### src/rtl/ysyx_exu_csr_file.sv
// Machine-mode CSR file for the EXU: trap/mret sequencing, masked writes, illegal-access detect.
// Define YSYX_CSR_COUNTERS_EN to build the 64-bit mcycle/minstret counters.
module ysyx_exu_csr_file #(
    parameter int unsigned     XLEN        = 32,
    parameter logic [XLEN-1:0] RESET_VAL   = '0,
    parameter logic [XLEN-1:0] MTVEC_RESET = '0,
    parameter logic [XLEN-1:0] MVENDORID   = 32'h7973_7978,
    parameter logic [XLEN-1:0] MARCHID     = 32'h015f_de77
) (
    input  logic            clk,
    input  logic            rst,
    input  logic            valid_i,
    input  logic [11:0]     addr_i,
    input  logic            wen_i,
    input  logic [XLEN-1:0] wdata_i,
    output logic [XLEN-1:0] rdata_o,
    output logic            illegal_o,
    input  logic            trap_i,
    input  logic [XLEN-1:0] trap_cause_i,
    input  logic [XLEN-1:0] trap_pc_i,
    input  logic [XLEN-1:0] trap_tval_i,
    input  logic            mret_i,
    input  logic            retire_i,
    output logic [XLEN-1:0] mtvec_o,
    output logic [XLEN-1:0] mepc_o,
    output logic            mstatus_mie_o
);
    localparam logic [11:0] ADDR_MSTATUS   = 12'h300;
    localparam logic [11:0] ADDR_MTVEC     = 12'h305;
    localparam logic [11:0] ADDR_MSCRATCH  = 12'h340;
    localparam logic [11:0] ADDR_MEPC      = 12'h341;
    localparam logic [11:0] ADDR_MCAUSE    = 12'h342;
    localparam logic [11:0] ADDR_MTVAL     = 12'h343;
    localparam logic [11:0] ADDR_MCYCLE    = 12'hB00;
    localparam logic [11:0] ADDR_MINSTRET  = 12'hB02;
    localparam logic [11:0] ADDR_MCYCLEH   = 12'hB80;
    localparam logic [11:0] ADDR_MINSTRETH = 12'hB82;
    localparam logic [11:0] ADDR_MVENDORID = 12'hF11;
    localparam logic [11:0] ADDR_MARCHID   = 12'hF12;

    logic            r_mie, r_mpie;
    logic [XLEN-1:0] r_mtvec, r_mscratch, r_mepc, r_mcause, r_mtval;
    logic [XLEN-1:0] w_mstatus, w_rdata;
    logic [XLEN-1:0] w_cyc_lo, w_cyc_hi, w_ins_lo, w_ins_hi;
    logic            w_hit, w_ro, w_illegal, w_wr, w_trap, w_mret;

    always_comb begin
        w_mstatus        = '0;
        w_mstatus[12:11] = 2'b11;
        w_mstatus[7]     = r_mpie;
        w_mstatus[3]     = r_mie;
    end

    always_comb begin
        w_rdata = '0;
        w_hit   = 1'b1;
        case (addr_i)
            ADDR_MSTATUS:   w_rdata = w_mstatus;
            ADDR_MTVEC:     w_rdata = r_mtvec;
            ADDR_MSCRATCH:  w_rdata = r_mscratch;
            ADDR_MEPC:      w_rdata = r_mepc;
            ADDR_MCAUSE:    w_rdata = r_mcause;
            ADDR_MTVAL:     w_rdata = r_mtval;
            ADDR_MCYCLE:    w_rdata = w_cyc_lo;
            ADDR_MCYCLEH:   w_rdata = w_cyc_hi;
            ADDR_MINSTRET:  w_rdata = w_ins_lo;
            ADDR_MINSTRETH: w_rdata = w_ins_hi;
            ADDR_MVENDORID: w_rdata = MVENDORID;
            ADDR_MARCHID:   w_rdata = MARCHID;
            default:        w_hit   = 1'b0;
        endcase
    end

    assign w_ro      = (addr_i == ADDR_MVENDORID) || (addr_i == ADDR_MARCHID);
    assign w_illegal = ~w_hit | (wen_i & w_ro);
    assign w_trap    = valid_i & trap_i;
    assign w_mret    = valid_i & mret_i & ~trap_i;
    assign w_wr      = valid_i & wen_i & ~trap_i & ~w_illegal;

    assign rdata_o       = w_rdata;
    assign illegal_o     = w_illegal;
    assign mtvec_o       = r_mtvec;
    assign mepc_o        = r_mepc;
    assign mstatus_mie_o = r_mie;

    always_ff @(posedge clk or posedge rst) begin
        if (rst) begin
            r_mie      <= 1'b0;
            r_mpie     <= 1'b0;
            r_mtvec    <= {MTVEC_RESET[XLEN-1:2], 2'b00};
            r_mepc     <= {RESET_VAL[XLEN-1:2], 2'b00};
            r_mcause   <= RESET_VAL;
            r_mtval    <= RESET_VAL;
            r_mscratch <= RESET_VAL;
        end else if (w_trap) begin
            // Trap wins over any same-cycle write or mret.
            r_mepc   <= {trap_pc_i[XLEN-1:2], 2'b00};
            r_mcause <= trap_cause_i;
            r_mtval  <= trap_tval_i;
            r_mpie   <= r_mie;
            r_mie    <= 1'b0;
        end else begin
            if (w_mret) begin
                r_mie  <= r_mpie;
                r_mpie <= 1'b1;
            end else if (w_wr && addr_i == ADDR_MSTATUS) begin
                r_mie  <= wdata_i[3];
                r_mpie <= wdata_i[7];
            end
            if (w_wr) begin
                case (addr_i)
                    ADDR_MTVEC:    r_mtvec    <= {wdata_i[XLEN-1:2], 2'b00};
                    ADDR_MEPC:     r_mepc     <= {wdata_i[XLEN-1:2], 2'b00};
                    ADDR_MSCRATCH: r_mscratch <= wdata_i;
                    ADDR_MCAUSE:   r_mcause   <= wdata_i;
                    ADDR_MTVAL:    r_mtval    <= wdata_i;
                    default: ;
                endcase
            end
        end
    end

`ifdef YSYX_CSR_COUNTERS_EN
    localparam logic [2*XLEN-1:0] CNT_ONE = {{(2*XLEN-1){1'b0}}, 1'b1};

    logic [2*XLEN-1:0] r_mcycle, r_minstret;

    // A write to either half suppresses that counter's increment for the cycle.
    always_ff @(posedge clk or posedge rst) begin
        if (rst) begin
            r_mcycle   <= '0;
            r_minstret <= '0;
        end else begin
            if (w_wr && addr_i == ADDR_MCYCLE) begin
                r_mcycle <= {r_mcycle[2*XLEN-1:XLEN], wdata_i};
            end else if (w_wr && addr_i == ADDR_MCYCLEH) begin
                r_mcycle <= {wdata_i, r_mcycle[XLEN-1:0]};
            end else begin
                r_mcycle <= r_mcycle + CNT_ONE;
            end
            if (w_wr && addr_i == ADDR_MINSTRET) begin
                r_minstret <= {r_minstret[2*XLEN-1:XLEN], wdata_i};
            end else if (w_wr && addr_i == ADDR_MINSTRETH) begin
                r_minstret <= {wdata_i, r_minstret[XLEN-1:0]};
            end else if (valid_i && retire_i) begin
                r_minstret <= r_minstret + CNT_ONE;
            end
        end
    end

    assign w_cyc_lo = r_mcycle[XLEN-1:0];
    assign w_cyc_hi = r_mcycle[2*XLEN-1:XLEN];
    assign w_ins_lo = r_minstret[XLEN-1:0];
    assign w_ins_hi = r_minstret[2*XLEN-1:XLEN];
`else
    logic w_unused_retire;

    assign w_unused_retire = retire_i;
    assign w_cyc_lo        = '0;
    assign w_cyc_hi        = '0;
    assign w_ins_lo        = '0;
    assign w_ins_hi        = '0;
`endif

endmodule
### config.mk
export PLATFORM = sky130hd
export DESIGN_NAME = ysyx_exu_csr_file
export DESIGN_NICKNAME = d
export VERILOG_FILES = /design/src/rtl/ysyx_exu_csr_file.sv
export SDC_FILE = /design/constraint.sdc
export NUM_CORES = 1
export LEC_CHECK = 0
export CORE_ASPECT_RATIO = 0.75
export CORE_MARGIN = 2
export CORE_UTILIZATION = 42
export CTS_BUF_LIST = sky130_fd_sc_hd__clkbuf_4
export CTS_CLUSTER_SIZE = 30
export DETAILED_ROUTE_END_ITERATION = 10
export PLACE_DENSITY = 0.72
export SYNTH_ARGS = -nofsm -noshare
export SYNTH_HDL_FRONTEND = slang
export SYNTH_SLANG_ARGS = --single-unit
### constraint.sdc
create_clock -name clk -period 6.8 [get_ports clk]
set_input_delay 1.02 -clock clk [delete_from_list [all_inputs] [get_ports clk]]
set_output_delay 1.02 -clock clk [all_outputs]
set_load 0.02 [all_outputs]
==> flow_summary.yaml, run 1 <==
floorplanning:
  die_x_um: 170
  fp-row-count: 45
  die_h_um: 128
  dieArea_um2: 21800
  ioPinCount: 245
  core_area_um2: 20200
  initial_core_util: 0.428
power:
  power.total_mw: 2.01
  leakage_nw: 4.72
  comb_power_share: 0.196
  p_clk_frac: 0.275
  p_seq_frac: 0.529
  intPower_mw: 1.36
  irDropWorstVdd_mv: 0.0845
  switching_share: 0.320
  power_density_nw_per_um2: 176
  switchingPower_mw: 0.641
logic_synthesis:
  yosys_warnings: 0
  synth.distinct_cells: 55
  async_flop_share: 1.00
  ys_top_cells_by_area: "dfrtp_1 (46%), mux2_2 (7.2%), a211o_1 (5.2%), a22oi_1 (3.7%), o311a_1 (3.7%)"
  synth_common_cells: "dfrtp_1 (158), clkbuf_1 (77), nand2_1 (73)"
  syn_inst: 859
  synth.top_cell.area_share: 0.457
  synth_most_common_cell: "dfrtp_1"
  synth_top_flop_cell: "dfrtp_1"
  synthesis.area_um2: 8650
  seq_area_frac_synth: 0.457
  syn_avg_cell_area_um2: 10.1
  synth-edff-count: 0
  synth_top_cell_by_area: "dfrtp_1"
  ys_ff_latch: 158
clocking:
  clock_latency_ns: 0.59
  cts-root-buf: "clkbuf_4"
  numCtsBuffers: 17
  cts_resized: 0
  cts.clk_slew.worst_paths_ns: 0.15
  cts_buffer_depth: 2
  cts_hold_buffers: 0
  cts.sinks: 158
  htreeDepth: 4
  cts_tree: "done"
  cts_setup_buffers: 0
global_route:
  grt_pass1_wl_um: 48400
  track_usage: 0.291
  grt_overflow: 0
  grt_max_degree: 104
  grt_pass1_vias: 8272
  antenna_found_initial: 2
hold_path:
  hold_depth: 1
  hold_path.class: "reg -> reg"
  hold_path_end: "r_mscratch[18]"
  hold_start: "r_mscratch[18]"
route:
  vias_per_cell: 6.52
  drt_wl_total_um: 31900
  wl_per_cell_um: 24.4
  dr.pass1.iters: 7
  vias: 8508
  ant_nets: 0
  drt_iter0_markers: 1103
  drc: 0
placement:
  dp_slack_ns: 1.55
  gp_congestion: 0.812
  hpwlAfterDp_um: 20100
  numPlacedInstances: 1272
  portBuffers: 237
timing:
  rsz0062_at_grt: "no"
  maxSlewHeadroom: 0.179
  setup_tns_ns: 0
  layout_worst_path_cycle_share: 0.786
  setup_viol_count_final: 0
  hold_viol: 0
  drv_slew: 0
  layout_min_cycle_time_ns: 5.34
  setup_ws_ns: 1.46
  worstMarginPinSlew_ns: 1.22
  clock_skew_ns: 0.000442
  fmax_mhz: 187
setup_path:
  crit_type: "in -> out"
  cp_max_fo: 29
  required_ns: 5.78
  critical_path.cell_chain: "clkdlybuf4s50_1, buf_4, nor4_1, nand4b_1, nor2_4, a221o_1, clkdlybuf4s50_1"
  rr_startpoint: "r_mcause[28]"
  r2r_cells: 2
  crit_top_cell: "clkdlybuf4s50_1"
  critPathSlowestCell: "nor2_4"
  crit_path_end_kind: "output port"
  arrival_ns: 4.32
  r2r_end: "r_mcause[28]"
  regToRegSetupSlack_ns: 5.89
  slowest_delay_ns: 0.85
  startpoint_type: "primary input"
flow_run:
  drv_cap: 0
finish:
  finalNonFillerCells: 1305
  drive_gt1_frac: 0.121
  fill_cells: 1795
  finalNetCount: 1180
  multi_input_area_um2: 4270
  regArea_um2: 3950
  area_growth_pct: 31.5
outcome:
  status: "finished clean"
-- layout make-up --
class	count	area share
Antenna cell	1	0.000220
Clock buffer	17	0.0112
Clock inverter	15	0.0118
Inverter	2	0.00110
Multi-Input combinational cell	593	0.375
Sequential cell	158	0.348
Tap cell	258	0.0284
Timing Repair Buffer	261	0.224
-- worst max-delay path by stage --
| stage | start | to | slack, ns | cells after the start |
|---|---|---|---|---|
| floorplan | rst | mepc_o[10] | 1.52 | 1 |
| global placement | addr_i[1] | rdata_o[22] | 1.61 | 7 |
| detailed placement | addr_i[1] | rdata_o[22] | 1.55 | 7 |
| CTS | addr_i[1] | rdata_o[22] | 1.54 | 7 |
| global route | addr_i[1] | rdata_o[22] | 1.33 | 7 |
| finish | addr_i[1] | rdata_o[22] | 1.46 | 7 |
-- logic make-up after synthesis --
kind of cell	share of synthesized area
other	0.000434
flip-flops	0.457
multiplexers	0.0855
AND/OR/NAND/NOR	0.125
XOR/XNOR	0.00101
AO/OA/AOI/OAI	0.273
buffers and inverters	0.0576
-- critical path: cells and delay by family --
| family | cells | cell delay, ns |
|---|---|---|
| AND/OR/NAND/NOR | 3 | 1.75 |
| AO/OA/AOI/OAI | 1 | 0.32 |
| buffers and inverters | 3 | 1.22 |
-- flip-flops by register name, summed over array words and instances, names as in the netlist --
name,flops
mtvec_o,30
mstatus_mie_o,1
r_mtval,32
r_mscratch,32
r_mcause,32
mepc_o,30
r_mpie,1
-- per-layer routing --
layer / global-route usage / vias up / routed length, µm
li1: - / 3724 / -
met3: 0.0939 / 44 / 3650
met4: 0.0704 / 2 / 440
met1: 0.409 / 4209 / 13800
met5: 0 / - / 13
met2: 0.437 / 529 / 14000
-- cell usage in the layout (no fill, tap or decap), drive strengths merged, types with 33 or more instances in the layout --
| cell type | count |
|---|---|
| nor2 | 36 |
| nor4 | 35 |
| o21ai | 39 |
| nand2 | 73 |
| clkdlybuf4s50 | 237 |
| dfrtp | 158 |
| a211o | 51 |
| a22oi | 43 |
| nand3 | 33 |
| mux2 | 63 |
| a31oi | 34 |
-- power groups by stage --
stage          registers (mW)  logic [mW]  clock network, mW
2_1_floorplan            1.09       0.171                  0
3_3_place_gp             1.07       0.385                  0
3_5_place_dp             1.08       0.391                  0
4_1_cts                  1.06       0.392              0.563
5_1_grt                  1.07       0.423              0.600
6_report                 1.06       0.393              0.552
-- through the flow --
stage,hold WS [ns],util,instance area (µm²)
2_1_floorplan,0.454,-,8660
3_3_place_gp,0.468,0.550,11100
3_5_place_dp,0.475,0.550,11100
4_1_cts,0.510,0.562,11400
5_1_grt,0.522,0.562,11400
6_report,0.509,0.563,11400
(Power assumes the default switching activity.)
==> inputs of run 2 (changes only) <==
PLACE_DENSITY = 0.75   (was 0.72)
clock period = 4.7 ns   (was 6.8 ns; I/O delays follow)
==> run 2 against run 1 <==
Against the previous run:
- critical path depth is the same
- register-to-register slack lost 2.1 ns
- largest cell class unchanged
- largest power group unchanged
- critical endpoint unchanged
- cell count grew 1.1%
- via count grew 1.6%
- first-iteration DRC count shrank 3.8%
==> flow_summary.yaml, run 2 (synthesis gave the netlist of run 1 again) <==
setup_path:
  crit_type: "in -> out"
  regToRegSetupSlack_ns: 3.80
  arrival_ns: 3.56
  startpoint_type: "primary input"
  rr_startpoint: "r_mcause[13]"
  crit_path_end_kind: "output port"
  r2r_end: "r_mcause[13]"
  cp_max_fo: 21
  required_ns: 3.99
  r2r_cells: 2
timing:
  drv_slew: 0
  clock_skew_ns: 0.000151
  hold_viol: 0
  maxSlewHeadroom: 0.381
  setup_viol_count_final: 0
  setup_tns_ns: 0
  worstMarginPinSlew_ns: 0.929
  layout_worst_path_cycle_share: 0.908
  fmax_mhz: 234
  rsz0062_at_grt: "no"
  layout_min_cycle_time_ns: 4.27
outcome:
  status: "finished clean"
route:
  wl_per_cell_um: 23.9
  ant_nets: 0
  drc: 0
  vias: 8642
  vias_per_cell: 6.55
  dr.pass1.iters: 6
  drt_wl_total_um: 31500
  drt_iter0_markers: 1061
clocking:
  cts_tree: "done"
  cts_hold_buffers: 0
  clock_latency_ns: 0.58
  cts_setup_buffers: 0
  htreeDepth: 4
  cts.sinks: 158
  cts-root-buf: "clkbuf_4"
  cts.clk_slew.worst_paths_ns: 0.15
  numCtsBuffers: 17
  cts_buffer_depth: 2
  cts_resized: 0
global_route:
  grt_pass1_wl_um: 48300
  grt_pass1_vias: 8530
  grt_max_degree: 94
  track_usage: 0.289
  grt_overflow: 0
  antenna_found_initial: 2
hold_path:
  hold_path_end: "r_mscratch[4]"
  hold_start: "r_mscratch[4]"
  hold_path.class: "reg -> reg"
  hold_depth: 1
floorplanning:
  initial_core_util: 0.428
  dieArea_um2: 21800
  die_h_um: 128
  ioPinCount: 245
  die_x_um: 170
  core_area_um2: 20200
  fp-row-count: 45
finish:
  final_common_cell: "clkdlybuf4s50_1"
  largestRegisters: "r_mcause (32), r_mscratch (32), r_mtval (32)"
  finalNetCount: 1195
  final_cell_mix: "clkdlybuf4s50_1 (237), dfrtp_1 (158), nand2_1 (72)"
  area_growth_pct: 33.4
  drive_gt1_frac: 0.136
  fin_util: 0.570
placement:
  portBuffers: 237
  hpwlAfterDp_um: 20400
  gp_congestion: 0.861
power:
  power_density_nw_per_um2: 254
  irDropWorstVdd_mv: 0.148
  leakage_nw: 4.82
flow_run:
  drv_cap: 0
[run 2: area by class of cell]
cell class              instances  area [µm²]
clock inverters                15         136
fillers                      1773        8680
inverters                       2        11.3
well taps                     258         323
repair buffers                276        2700
diodes                          1        2.50
flip-flops and latches        158        3950
multi-input cells             593        4270
clock buffers                  17         128
[run 2: routing by layer]
layer,vias to the layer above,GRT usage,routed length [µm]
met5,-,0,12
met4,2,0.0789,513
met3,48,0.0858,3690
met2,601,0.434,13700
met1,4235,0.406,13600
li1,3756,-,-
[run 2: worst max path at each step]
stage / startpoint / to / slack [ns]
2_1_floorplan: addr_i[1] / rdata_o[7] / 1.74
3_3_place_gp: addr_i[7] / rdata_o[22] / 0.55
3_5_place_dp: addr_i[7] / rdata_o[22] / 0.52
4_1_cts: addr_i[7] / rdata_o[22] / 0.50
5_1_grt: addr_i[7] / rdata_o[22] / 0.27
6_report: addr_i[7] / rdata_o[22] / 0.43
[run 2: critical path, cell delays in order]
cell	delay, ns
clkdlybuf4s50_1	0.47
nor4_1	0.55
nand4b_1	0.37
nor2_4	0.39
buf_12	0.24
a221o_1	0.17
clkdlybuf4s50_1	0.67
[run 2: per-stage QoR]
| step | hold WS (ns) | worst slack [ns] | total power [mW] | instance area [µm²] | cells |
|---|---|---|---|---|---|
| after global routing | 0.540 | 0.266 | 3.05 | 11500 | 1319 |
| final | 0.512 | 0.430 | 2.93 | 11500 | 1320 |
| after CTS | 0.510 | 0.504 | 2.94 | 11500 | 1319 |
| after detailed placement | 0.476 | 0.523 | 2.13 | 11300 | 1287 |
| after global placement | 0.467 | 0.548 | 2.11 | 11300 | 1287 |
| after floorplan | 0.454 | 1.74 | 1.83 | 8660 | 862 |
[run 2: report_power, final]
part           switching, mW  total (mW)  internal [mW]
logic                  0.283       0.573          0.290
registers             0.0741        1.54           1.46
clock network          0.549       0.819          0.270
==> inputs of run 3 (changes only) <==
SLEW_MARGIN = 20   (was default)
==> results of run 3 <==
Final layout, timing and power as in run 2 (identical DEF).
